`config.mk`:
```
export PLATFORM = sky130hd
export DESIGN_NAME = crc_framer_flat
export DESIGN_NICKNAME = d
export VERILOG_FILES = /design/src/rtl/crc_framer_if.sv /design/src/rtl/crc_framer.sv /design/src/flat_wrapper.sv
export SDC_FILE = /design/constraint.sdc
export NUM_CORES = 1
export LEC_CHECK = 0
export BUFFER_PORTS_ARGS = -buffer_cell sky130_fd_sc_hd__clkbuf_2
export CAP_MARGIN = 20
export CORE_MARGIN = 4
export CORE_UTILIZATION = 56
export CTS_CLUSTER_SIZE = 12
export DETAILED_ROUTE_END_ITERATION = 6
export GPL_TIMING_DRIVEN = 0
export PLACE_DENSITY = 0.8
export SLEW_MARGIN = 20
export SYNTH_ARGS = -nofsm -noshare
export SYNTH_HDL_FRONTEND = slang
export SYNTH_SLANG_ARGS = --single-unit
```
`constraint.sdc`:
```
create_clock -name clk -period 1.8 [get_ports clk]
set_input_delay 0 -clock clk [delete_from_list [all_inputs] [get_ports clk]]
set_output_delay 0 -clock clk [all_outputs]
set_load 0.1 [all_outputs]
```
`src/rtl/crc_framer_if.sv`:
```
// -----------------------------------------------------------------------------
// crc_framer_if
//   Bundles the data-path and handshake signals of crc_framer.
//
//   Handshake: a word on din is transferred in a cycle where din_vld and
//   din_rdy are both high. din_first/din_last qualify that word. dout_vld marks
//   a cycle in which dout carries a data or trailer word; the sink has no
//   backpressure on the output side.
//
//   Signals
//     din        word from the readout formatter
//     din_vld    din is valid
//     din_first  word opens a frame
//     din_last   word closes a frame
//     din_rdy    framer accepts a word this cycle
//     dav        data-available flag stamped into every output word
//     dout       word to the output serialiser
//     dout_vld   dout carries a data or trailer word
//     dout_trl   dout is a trailer word
//     frame_err  one-cycle pulse, din_first seen mid-frame
//
//   Modports: master = upstream/sink side, slave = the framer.
// -----------------------------------------------------------------------------
interface crc_framer_if #(
   parameter int OW = 19
) ();
   logic [OW-1:0] din;
   logic          din_vld;
   logic          din_first;
   logic          din_last;
   logic          din_rdy;
   logic          dav;
   logic [OW-1:0] dout;
   logic          dout_vld;
   logic          dout_trl;
   logic          frame_err;

   modport master (
      output din, din_vld, din_first, din_last, dav,
      input  din_rdy, dout, dout_vld, dout_trl, frame_err
   );

   modport slave (
      input  din, din_vld, din_first, din_last, dav,
      output din_rdy, dout, dout_vld, dout_trl, frame_err
   );
endinterface

```
`src/rtl/crc_framer.sv`:
```
// -----------------------------------------------------------------------------
// crc_framer
//   Frame CRC generator for the DAQ output path. Data words pass through with
//   one cycle of latency while an MSB-first LFSR CRC accumulates over bits
//   [DW-1:0] of every word of the frame. After the last word the CRC is sent as
//   NCH = ceil(CW/CK) marker-tagged trailer words; din_rdy is low meanwhile.
//
//   Optional build macro CRC_FRAMER_WCNT_EN: appends one more trailer word
//   carrying the frame's data-word count modulo 2^(DW-5).
//
//   Ports
//     clk          clock
//     rst          asynchronous, active-high reset
//     bus          crc_framer_if.slave (din/din_vld/din_first/din_last/dav in,
//                  din_rdy/dout/dout_vld/dout_trl/frame_err out)
//     dbg_state_o  current FSM state (0 IDLE, 1 DATA, 2 TRAIL)
// -----------------------------------------------------------------------------
module crc_framer #(
   parameter int            OW      = 19,
   parameter int            DW      = 16,
   parameter int            CW      = 22,
   parameter logic [CW-1:0] POLY    = 22'h000003,
   parameter logic [CW-1:0] INIT    = '0,
   parameter int            CK      = 11,
   parameter logic [3:0]    MARK    = 4'hd,
   parameter int            DAV_BIT = 17
) (
   input  logic        clk,
   input  logic        rst,
   crc_framer_if.slave bus,
   output logic [1:0]  dbg_state_o
);

   localparam int NCH = (CW + CK - 1) / CK;
`ifdef CRC_FRAMER_WCNT_EN
   localparam int NTRL = NCH + 1;
   localparam int WCW  = DW - 5;
`else
   localparam int NTRL = NCH;
`endif
   localparam int KW = (NTRL > 1) ? $clog2(NTRL) : 1;

   // Trailer layout needs the marker nibble plus at least one zero bit.
   if (CK > DW - 5) begin : g_ck_check
      $error("crc_framer: CK must not exceed DW-5");
   end

   typedef enum logic [1:0] {
      IDLE  = 2'd0,
      DATA  = 2'd1,
      TRAIL = 2'd2
   } state_t;

   state_t          state_q, state_d;
   logic [CW-1:0]   crc_q, crc_d;
   logic [KW-1:0]   k_q, k_d;
   logic [OW-1:0]   dout_q, dout_d;
   logic            vld_q, vld_d;
   logic            trl_q, trl_d;
   logic            err_q, err_d;
`ifdef CRC_FRAMER_WCNT_EN
   logic [WCW-1:0]  wcnt_q, wcnt_d;
`endif

   logic                accept;
   logic                last_trl;
   logic [NCH*CK-1:0]   crc_pad;
   logic [CK-1:0]       chunk;
   logic [OW-1:0]       pass_word;
   logic [OW-1:0]       trl_word;

   assign bus.din_rdy   = (state_q != TRAIL);
   assign accept        = bus.din_vld & bus.din_rdy;
   assign last_trl      = (k_q == KW'(NTRL - 1));
   assign bus.dout      = dout_q;
   assign bus.dout_vld  = vld_q;
   assign bus.dout_trl  = trl_q;
   assign bus.frame_err = err_q;
   assign dbg_state_o   = state_q;

   // Runs the bit-serial LFSR over one word's CRC field, MSB first.
   function automatic logic [CW-1:0] crc_word(input logic [CW-1:0] c_in,
                                              input logic [DW-1:0] w);
      logic [CW-1:0] c;
      logic          t;
      c = c_in;
      for (int i = DW - 1; i >= 0; i--) begin
         t = w[i] ^ c[CW-1];
         c = {c[CW-2:0], 1'b0} ^ (t ? POLY : '0);
      end
      return c;
   endfunction

   // State register
   always_ff @(posedge clk or posedge rst) begin
      if (rst) state_q <= IDLE;
      else     state_q <= state_d;
   end

   // Next-state logic
   always_comb begin
      state_d = state_q;
      case (state_q)
         IDLE, DATA: begin
            if (accept) state_d = bus.din_last ? TRAIL : DATA;
         end
         TRAIL: begin
            if (last_trl) state_d = IDLE;
         end
         default: state_d = IDLE;
      endcase
   end

   // Output and datapath next values
   always_comb begin
      // Zero-pad the CRC so the top chunk reads zeros above CW.
      crc_pad = (NCH*CK)'(crc_q);
      chunk   = '0;
      for (int i = 0; i < NCH; i++) begin
         if (k_q == KW'(i)) chunk = crc_pad[i*CK +: CK];
      end

      trl_word              = '0;
      trl_word[DW-1 -: 4]   = MARK;
      trl_word[CK-1:0]      = chunk;
`ifdef CRC_FRAMER_WCNT_EN
      // Count trailer follows the CRC chunks; WCW >= CK so it covers the chunk.
      if (k_q == KW'(NCH)) trl_word[WCW-1:0] = wcnt_q;
`endif
      trl_word[DAV_BIT]     = bus.dav;

      pass_word             = bus.din;
      pass_word[DAV_BIT]    = bus.dav;

      crc_d  = crc_q;
      k_d    = k_q;
      dout_d = pass_word;
      vld_d  = 1'b0;
      trl_d  = 1'b0;
      err_d  = 1'b0;
`ifdef CRC_FRAMER_WCNT_EN
      wcnt_d = wcnt_q;
`endif

      if (state_q == TRAIL) begin
         dout_d = trl_word;
         vld_d  = 1'b1;
         trl_d  = 1'b1;
         k_d    = last_trl ? '0 : k_q + 1'b1;
      end else if (accept) begin
         vld_d = 1'b1;
         // A frame opens in IDLE; din_first mid-frame restarts it.
         if (state_q == IDLE || bus.din_first) begin
            crc_d  = crc_word(INIT, bus.din[DW-1:0]);
`ifdef CRC_FRAMER_WCNT_EN
            wcnt_d = WCW'(1);
`endif
         end else begin
            crc_d  = crc_word(crc_q, bus.din[DW-1:0]);
`ifdef CRC_FRAMER_WCNT_EN
            wcnt_d = wcnt_q + 1'b1;
`endif
         end
         err_d = (state_q == DATA) && bus.din_first;
      end
   end

   // Datapath and output registers
   always_ff @(posedge clk or posedge rst) begin
      if (rst) begin
         crc_q  <= INIT;
         k_q    <= '0;
         dout_q <= '0;
         vld_q  <= 1'b0;
         trl_q  <= 1'b0;
         err_q  <= 1'b0;
`ifdef CRC_FRAMER_WCNT_EN
         wcnt_q <= '0;
`endif
      end else begin
         crc_q  <= crc_d;
         k_q    <= k_d;
         dout_q <= dout_d;
         vld_q  <= vld_d;
         trl_q  <= trl_d;
         err_q  <= err_d;
`ifdef CRC_FRAMER_WCNT_EN
         wcnt_q <= wcnt_d;
`endif
      end
   end

endmodule

```
`src/flat_wrapper.sv`:
```
// flat-port wrapper written by rule: the top's interface ports become plain ports
module crc_framer_flat 
#(
   parameter int            OW      = 19,
   parameter int            DW      = 16,
   parameter int            CW      = 22,
   parameter logic [CW-1:0] POLY    = 22'h000003,
   parameter logic [CW-1:0] INIT    = '0,
   parameter int            CK      = 11,
   parameter logic [3:0]    MARK    = 4'hd,
   parameter int            DAV_BIT = 17
)
  (clk, rst, dbg_state_o, bus_din, bus_din_vld, bus_din_first, bus_din_last, bus_dav, bus_din_rdy, bus_dout, bus_dout_vld, bus_dout_trl, bus_frame_err);
  crc_framer_if #(.OW(OW)) bus_i ();
  input  logic clk;
  input  logic rst;
  output logic [1:0] dbg_state_o;
  input wire logic [$bits(bus_i.din)-1:0] bus_din;
  input wire logic [$bits(bus_i.din_vld)-1:0] bus_din_vld;
  input wire logic [$bits(bus_i.din_first)-1:0] bus_din_first;
  input wire logic [$bits(bus_i.din_last)-1:0] bus_din_last;
  input wire logic [$bits(bus_i.dav)-1:0] bus_dav;
  output wire logic [$bits(bus_i.din_rdy)-1:0] bus_din_rdy;
  output wire logic [$bits(bus_i.dout)-1:0] bus_dout;
  output wire logic [$bits(bus_i.dout_vld)-1:0] bus_dout_vld;
  output wire logic [$bits(bus_i.dout_trl)-1:0] bus_dout_trl;
  output wire logic [$bits(bus_i.frame_err)-1:0] bus_frame_err;
  assign bus_i.din = bus_din;
  assign bus_i.din_vld = bus_din_vld;
  assign bus_i.din_first = bus_din_first;
  assign bus_i.din_last = bus_din_last;
  assign bus_i.dav = bus_dav;
  assign bus_din_rdy = bus_i.din_rdy;
  assign bus_dout = bus_i.dout;
  assign bus_dout_vld = bus_i.dout_vld;
  assign bus_dout_trl = bus_i.dout_trl;
  assign bus_frame_err = bus_i.frame_err;
  crc_framer #(.OW(OW), .DW(DW), .CW(CW), .POLY(POLY), .INIT(INIT), .CK(CK), .MARK(MARK), .DAV_BIT(DAV_BIT)) u_core (.clk(clk), .rst(rst), .bus(bus_i), .dbg_state_o(dbg_state_o));
endmodule
```
### Word-level counts from Yosys, hierarchy flattened

Index checks and enable logic that the tools add are counted.

* bits in registers: 47
* bits in latches: 0
* memory bits (writable): 0
* bits in read-only memories: 0
* bits of input ports: 25
* output and inout bits: 25
* logic and storage cells: 128
* memories: 0

* add/subtract/negate cells: 1
* $mul: 0
* div/mod/pow operators: 0
* magnitude comparators: 0
* equal/unequal tests: 5
* shift operators: 0
* multiplexer cells: 45
* bitwise logic cells: 64
* reduce and logical (&&, ||, !) cells: 6

Operators with widths (count)
* $xor 22x22->22: 31
* $mux 2: 35
* $xor 1x1->1: 30
* $mux 22: 1
* $mux 19: 1
* $mux 11: 1
* $mux 1: 6
* $ne 2x1->1 const B: 2
* $pmux 2 s2: 1
* $reduce_and 2->1: 2
* $eq 2x1->1 const B: 1
* $eq 2x2->1 const B: 1
* $logic_not 2->1: 1
* $ne 2x2->1 const B: 1
* $reduce_or 2->1: 1
* $add 1x1->1 const B: 1
* $and 1x1->1: 1
* $logic_and 1x1->1: 1
* $logic_or 1x1->1: 1
* $not 1->1: 1
* $xor 1x1->1 const B: 1

### Logic depth before layout (Yosys ltp)

Gate-level depths: netlist of the first run.

* depth after elaboration: 49
* depth in mapped cells: 7
* depth with buffers taken out: 4

### Worst setup path before layout of the first run

OpenSTA, ideal clock, no wires.

* path type: flip-flop to flip-flop
* from: reg u_core.state_q[0], in the netlist u_core.dbg_state_o[0]
* to: reg u_core.state_q[1], in the netlist u_core.dbg_state_o[1]
* setup time: 0.193 ns
* arrival: 2.614 ns
* data required time: 1.607 ns
* path slack: -1.008 ns
* cell stages (with the launch flop): 6
* path buffers: 3
* period minus slack after synthesis: 2.808 ns
* cells stage by stage: dfrtp_1 buf_4 nand2b_1 buf_4 clkbuf_1 o22ai_1

* word-level cells in the longest chain between the ends: 4
* elaborated cells between the ends (all ways): 10
* classes of those cells: 5 x eq/ne; 1 x mux; 1 x bitwise; 3 x reduce/logical

Ends and longest elaborated chain
* start: declaration: RTL line crc_framer.sv:54 `state_t state_q, state_d;`
* start signal: assignment: RTL line crc_framer.sv:97 `else state_q <= state_d;`
* $ne 2x2->1: RTL line crc_framer.sv:72 `assign bus.din_rdy = (state_q != TRAIL);`
* named net bus_din_rdy: RTL line flat_wrapper.sv:23 `output wire logic [$bits(bus_i.din_rdy)-1:0] bus_din_rdy;`
* $and 1x1->1: RTL line crc_framer.sv:73 `assign accept = bus.din_vld & bus.din_rdy;`
* $ne 2x1->1 (no line)
* $reduce_and 2->1 (no line)

The timed path passes the listed nets, and every way through them passes these cells.
A chain may end at the register's enable or synchronous reset.

### Final worst setup path of the first run

* from: reg u_core.state_q[1], in the netlist u_core.dbg_state_o[1]
* to: reg u_core.dout_q[8], in the netlist u_core.bus.dout[8]

* word-level cells in the longest chain between the ends: 2

Ends and longest elaborated chain
* $eq 2x2->1: RTL line crc_framer.sv:145 `if (state_q == TRAIL) begin`
* $mux 19: RTL line crc_framer.sv:145
* named net u_core.dout_d[8]: RTL line crc_framer.sv:57 `logic [OW-1:0] dout_q, dout_d;`
* end signal: assignment: RTL line crc_framer.sv:183 `dout_q <= dout_d;`
* end: declaration: RTL line crc_framer.sv:57

The timed path passes the listed nets, and every way through them passes these cells.

==> impl_metrics.csv, run 1 <==
group,metric,value,unit
run_status,outcome,"complete, no violations",
power_and_ir_drop,irDropWorstVdd,0.805,mV
floorplanning,fp.dieArea,6480,um^2
synthesis,yosys-top-cells-count,"xnor2_1, dfrtp_1, nand2_1, o21ai_0",
timing,fin_crit_sh,95.8,%
worst_setup_path,required,1.94,ns
floorplanning,die_height,80.5,um
detailed_routing,via_per_inst,5.88,
timing,setup_tns,0,ns
synthesis,yosys_warnings,0,
place,place_ws,0.163,ns
worst_setup_path,crit_type,"flop to flop",
place,portBuffers,48,
global_route,antenna_found_initial,0,
clock_tree,cts_max_level,2,
hold_path,hold_path.class,"input pin to flop",
detailed_routing,wire_per_inst,18.3,um
synthesis,synth_cell_types,35,
flow_run,drv_cap,0,
global_route,grt_pass1_wl,12.8,mm
finish,final_area,3560,um^2
synthesis,syn_nets,327,
synthesis,synth_edf_count,0,
finish,fill_cells,405,
timing,skew,0.00687,ns
global_route,grt_pass1_vias,2552,
detailed_routing,drtIter0Drc,219,
clock_tree,cts.clk_slew.worst_paths,0.09,ns
synthesis,synth.avg_cell_area,9.75,um^2
synthesis,yosysTopAreaCellShare,39.9,%
hold_path,min_from,"bus_din[13]",
power_and_ir_drop,power.density,1620,nW/um^2
timing,maxSlewViolCount,0,
floorplanning,dieWidth,80.5,um
floorplanning,initial_utilization,57.6,%
worst_setup_path,cp_max_fo,10,
finish,final_nets,397,
clock_tree,worst_skew_pair.late_latency,0.31,ns
synthesis,synthCells,302,
detailed_routing,wirelength,8.11,mm
detailed_routing,ant_nets,0,
synthesis,syn_area,2940,um^2
worst_setup_path,crit_start,"u_core.dbg_state_o[1]",
worst_setup_path,setup.worst_path.start_class,"flop",
timing,fmax,580,MHz
place,place_hpwl,5.59,mm
synthesis,synth_area_leader_cell,"dfrtp_1",
worst_setup_path,critPathArrivalTime,1.86,ns
timing,rsz0062_at_grt,"false",
clock_tree,cts_setup_buffers,0,
clock_tree,cts_tree,"built",
clock_tree,cts_root_buf,"clkbuf_8",
synthesis,ys_seq_area_share,39.9,%
finish,syn_to_final_growth,20.8,%
synthesis,async_flop_share,100,%
timing,final_hold_viol_count,0,
power_and_ir_drop,power.static_leakage,1.55,nW
floorplanning,core_area,5110,um^2
timing,finalWorstPathRequiredPeriod,1.72,ns
clock_tree,cts_sinks,47,
synthesis,synthMostInstantiatedCell,"xnor2_1",
floorplanning,floorplan.rows,26,
place,gp_congestion,0.935,
timing,worst-slew-pin-transition,0.670,ns
timing,setup_ws,0.0757,ns
global_route,track_usage,26.6,%
detailed_routing,drcViolationCount,0,
clock_tree,numCtsBuffers,5,
detailed_routing,dr.pass1.iters,5,
global_route,grt_max_degree,29,
synthesis,synth_seq_cells,47,
timing,report.final.setup_viol,0,
worst_setup_path,endpoint_kind,"flop",
floorplanning,io_pins,50,
synthesis,synth_ff_type,"dfrtp_1",
clock_tree,clk_path_buf_depth,2,
place,postPlaceCellArea,3300,um^2
finish,antenna-diode-count,0,
worst_setup_path,r2r-start,"u_core.dbg_state_o[1]",
detailed_routing,dr_total_vias,2605,
power_and_ir_drop,power,5.77,mW
global_route,grt-ovfl-total,0,
timing,max_slew_margin,55.3,%
synthesis,yosys-top-cells-area,"dfrtp_1, xnor2_1, a221oi_2",
finish,drive_gt1_share,26.3,%
-- worst max-delay path, cell delays in order (launching register included) --
cell and delay [ns]:
dfrtp_2 0.41, buf_2 0.18, nand2b_1 0.08, buf_4 0.16, clkbuf_1 0.46, o21ai_0 0.27
-- final cells by class --
cell class	instances	area, um^2	share of cell area, %
Multi-Input combinational cell	214	1580	44.3
Sequential cell	47	1180	33.1
Timing Repair Buffer	63	403	11.3
Buffer	24	129	3.62
Tap cell	70	87.6	2.46
Clock buffer	5	68.8	1.94
Inverter	17	66.3	1.86
Clock inverter	3	46.3	1.30
-- layer usage --
layer  part of all wire, %  track usage (%)  up-vias
met1                    43             36.0     1230
met2                    45             40.5      172
met5                     0                0        -
li1                      -                -     1179
met3                    10             5.38       24
met4                   2.7             12.5        0
-- cell families (layout without fill, tap and decap cells) --
family          after synthesis  in the layout  synth area share, %
compound gates               80             80                 23.6
simple gates                 72             72                 10.8
xor+xnor                     51             51                 15.4
flops                        47             47                 39.9
buf+inv                      41            112                 6.50
mux                          11             11                 3.74
-- final timing paths --
check / slack (ns) / cells after the start / end
min reg2reg: 0.57 / 2 / u_core.crc_pad[0]
min in group asynchronous: 0.22 / 3 / u_core.bus.dout[17]
min: 0.004 / 2 / u_core.bus.dout[13]
max in group asynchronous: 1.08 / 4 / u_core.crc_pad[8]
max: 0.08 / 5 / u_core.bus.dout[8]
max reg2reg: 0.08 / 5 / u_core.bus.dout[8]
-- where the power goes --
group	switching, mW	internal [mW]
clock	0.383	0.419
combinational	2.15	1.12
sequential	0.324	1.38
-- metrics by stage --
stage,hold WS [ns],utilization [%],std cells
floorplan,0.0314,-,302
global placement,0.114,64.2,420
finish,0.00420,69.6,443
detailed placement,0.00350,64.6,421
global route,0.000913,69.6,443
CTS,0.00153,69.6,443
-- timing repair --
action | CTS | global route
setup endpoints to repair | 1 | 1
hold endpoints to repair | 33 | 0
resized for setup | 1 | 1
pin swaps | 0 | 0
hold buffers | 14 | 0
-- registers in the layout (all words and copies together), names as in the netlist --
register / cells
u_core.bus.frame_err: 1
u_core.bus.dout_trl: 1
u_core.dbg_state_o: 2
u_core.k_q: 1
u_core.bus.dout_vld: 1
u_core.bus.dout: 19
u_core.crc_pad: 22
-- layout by cell type, fill, tap and decap left out, types with 2 or more instances in the layout --
master | synthesis | routed
nor2_1 | 19 | 19
nand2b_1 | 5 | 5
clkbuf_2 | 1 | 48
o21ai_0 | 22 | 22
dfrtp_2 | 0 | 2
a21oi_1 | 15 | 15
buf_4 | 2 | 3
clkbuf_8 | 0 | 5
a22o_1 | 5 | 5
xnor2_1 | 48 | 48
a211oi_1 | 3 | 3
dfrtp_1 | 47 | 45
mux2i_1 | 11 | 11
o21ai_1 | 2 | 2
inv_1 | 16 | 15
a221oi_2 | 19 | 19
dlygate4sd3_1 | 0 | 14
buf_2 | 6 | 6
xor2_1 | 2 | 2
a221oi_1 | 7 | 7
and2_1 | 4 | 4
clkbuf_1 | 13 | 12
nand2_1 | 40 | 40
Power figures use the tool's default switching activity.
==> run 2: changes to the inputs <==
- ABC_AREA: not set -> 1
==> run 2 against run 1 <==
Against the previous run:
- global-route usage down 1.9 points
- final area shrank 8.1%
- die area is 6.4% lower
- clock skew grew 0.0017 ns
- wire length down 14%
- via count up 3.9%
- clock-buffer cell count stayed put
- sequential share of layout area up 2.9 points
- critical path depth is 2 lower
- synthesized area is 7.1% lower
==> impl_metrics.csv, run 2 <==
group,metric,value,unit
run_status,outcome,"complete, no violations",
place,dpl.cell_count,522,
worst_setup_path,setup.worst_path.start_class,"flop",
clock_tree,cts_tree,"built",
power_and_ir_drop,share_seq_of_total_power,33.2,%
power_and_ir_drop,combinationalPowerShare,53.9,%
detailed_routing,drtIter0Drc,274,
worst_setup_path,crit_family,"buffers and inverters",
synthesis,synth_seq_cells,47,
flow_run,drv_cap,0,
timing,worst-slew-pin-transition,0.634,ns
worst_setup_path,slowest_stage,"clkbuf_2",
timing,final_hold_viol_count,0,
finish,final_common_cell,"nand2_1",
synthesis,syn_area,2730,um^2
detailed_routing,drcViolationCount,0,
synthesis,yosys_warnings,0,
detailed_routing,ant_nets,0,
worst_setup_path,endpoint_kind,"output pin",
detailed_routing,via_per_inst,5.02,
power_and_ir_drop,power_switching,2.67,mW
worst_setup_path,crit_type,"flop to output pin",
worst_setup_path,crit_chain,"nand2_4, buf_4, clkbuf_2",
synthesis,synth_cell_types,19,
clock_tree,clk_path_buf_depth,2,
synthesis,yosysTopAreaCellShare,43.0,%
clock_tree,cts_sinks,47,
clock_tree,cts_max_level,2,
power_and_ir_drop,p_int,2.24,mW
floorplanning,io_pins,50,
synthesis,async_flop_share,100,%
clock_tree,numCtsBuffers,5,
synthesis,yosys-top-cells-area,"dfrtp_1, nand2_1, inv_1",
floorplanning,core_area,4720,um^2
timing,rsz0062_at_grt,"false",
global_route,grt_max_degree,26,
detailed_routing,dr_total_vias,2706,
clock_tree,cts.clk_slew.worst_paths,0.09,ns
floorplanning,initial_utilization,57.9,%
floorplanning,floorplan.rows,25,
power_and_ir_drop,p_sw_share,54.4,%
timing,report.final.setup_viol,0,
detailed_routing,wirelength,6.99,mm
global_route,gr-usage-met2,41.7,%
power_and_ir_drop,clock_power_share,12.9,%
timing,fin_crit_sh,89.7,%
hold_path,hold_path.class,"input pin to flop",
worst_setup_path,critPathArrivalTime,1.62,ns
timing,setup_ws,0.185,ns
clock_tree,ctsResizeCount,0,
synthesis,yosys-top-cells-count,"nand2_1, dfrtp_1, inv_1, o21ai_0, nand3_1",
place,place_ws,0.290,ns
floorplanning,dieWidth,77.9,um
finish,syn_to_final_growth,19.5,%
timing,maxSlewViolCount,0,
floorplanning,die_height,77.9,um
power_and_ir_drop,power.density,1500,nW/um^2
synthesis,synth.avg_cell_area,6.73,um^2
finish,antenna-diode-count,0,
synthesis,synthMostInstantiatedCell,"nand2_1",
global_route,grt_pass1_wl,11.6,mm
detailed_routing,dr.pass1.iters,4,
finish,drive_gt1_share,15.5,%
finish,fill_cells,404,
place,portBuffers,48,
worst_setup_path,cp_max_fo,10,
finish,final_cells,539,
finish,layout_common_cells,"nand2_1, clkbuf_2, inv_1, dfrtp_1, o21ai_0",
finish,largest_register_ffs,22,
place,place_hpwl,5.19,mm
global_route,met3_usage,4.64,%
worst_setup_path,required,1.80,ns
synthesis,synth_ff_type,"dfrtp_1",
worst_setup_path,crit_buf_inv,2,
synthesis,synthCells,406,
synthesis,ys_seq_area_share,43.0,%
global_route,antenna_found_initial,0,
finish,final_nets,496,
global_route,track_usage,24.7,%
power_and_ir_drop,power.static_leakage,1.91,nW
clock_tree,worst_skew_pair.late_latency,0.30,ns
synthesis,synth_area_leader_cell,"dfrtp_1",
timing,max_slew_margin,57.6,%
global_route,grt_busiest_layer,"met2",
place,gp_congestion,0.886,
worst_setup_path,slowest_delay,0.48,ns
synthesis,synth_edf_count,0,
synthesis,syn_nets,431,
detailed_routing,wire_per_inst,13.0,um
global_route,grt_use_met1,31.3,%
timing,fmax,619,MHz
timing,skew,0.00861,ns
global_route,grt_pass1_vias,2479,
power_and_ir_drop,irDropWorstVdd,0.799,mV
clock_tree,cts_root_buf,"clkbuf_8",
floorplanning,fp.dieArea,6060,um^2
timing,finalWorstPathRequiredPeriod,1.62,ns
global_route,grt-ovfl-total,0,
## run 2: changes by cell type after synthesis, moves of 5 or more
cell / before / now
o22ai_1: 1 / 6
inv_1: 16 / 46
nand2b_1: 5 / 0
a221oi_1: 7 / 0
mux2i_1: 11 / 0
clkbuf_1: 13 / 3
xor2_1: 2 / 16
a221oi_2: 19 / 0
nand2_1: 40 / 215
xnor2_1: 48 / 0
a22o_1: 5 / 0
nand3_1: 0 / 17
nor2_1: 19 / 5
## run 2: area by class of cell
class                           instances  area (um^2)  share of cell area, %
Multi-Input combinational cell        300         1310                   40.0
Sequential cell                        47         1180                   36.1
Timing Repair Buffer                   58          358                   10.9
Inverter                               49          186                   5.70
Tap cell                               67         83.8                   2.57
Clock buffer                            5         68.8                   2.11
Buffer                                 10         66.3                   2.03
Clock inverter                          3         18.8                  0.574
## run 2: per-stage QoR
stage                     TNS [ns]  power [mW]  util, %  area (um^2)  hold slack (ns)
final                            0        4.91     69.2         3270          0.00627
after global routing             0        5.24     69.2         3270           0.0234
after CTS                        0        4.91     69.2         3270          0.00240
after detailed placement         0        4.25     65.4         3090           0.0590
after global placement     -0.0857        4.19     64.8         3060            0.109
after floorplan                  0        3.67        -         2740           0.0314
## run 2: worst register-to-register path, cell delays in order (launching register included)
cell and delay [ns]:
dfrtp_2 0.43, inv_1 0.07, nor2_1 0.49, buf_2 0.33
o21ai_0 0.12
## run 2: power by group through the flow
| stage | clock network [mW] | logic [mW] | registers [mW] |
|---|---|---|---|
| after floorplan | 0 | 1.12 | 2.55 |
| after global placement | 0 | 2.56 | 1.63 |
| after detailed placement | 0 | 2.61 | 1.64 |
| after CTS | 0.651 | 2.63 | 1.62 |
| after global routing | 0.699 | 2.86 | 1.68 |
| final | 0.634 | 2.64 | 1.63 |
## run 2: final timing paths
kind                                       start                    end  slack, ns  depth (start not counted)
max in group asynchronous                    rst     u_core.bus.dout[9]       1.02                          4
min in group asynchronous                    rst     u_core.bus.dout[1]       0.27                          3
min reg2reg                           u_core.k_q  u_core.dbg_state_o[1]       0.48                          1
max                        u_core.dbg_state_o[1]            bus_din_rdy       0.18                          3
max reg2reg                u_core.dbg_state_o[1]     u_core.bus.dout[2]       0.22                          4
min                                  bus_din[14]    u_core.bus.dout[14]      0.006                          3
## run 2: logic make-up (layout without fill, tap and decap cells)
kind of cell / Yosys count / count (layout) / share of synthesized area (%)
simple gates: 241 / 241 / 34.6
compound gates: 43 / 43 / 8.15
buf+inv: 59 / 125 / 9.15
flops: 47 / 47 / 43.0
xor+xnor: 16 / 16 / 5.13
## run 2: what timing repair did
item,CTS,global route
endpoints found under the hold margin,32,0
buffers inserted,0,0
hold buffers,9,0
## run 2: per-layer routing
metal | up-vias | routed length [um]
met4 | 0 | 111
met2 | 104 | 3390
met3 | 11 | 476
li1 | 1372 | -
met1 | 1219 | 3010
met5 | - | 0
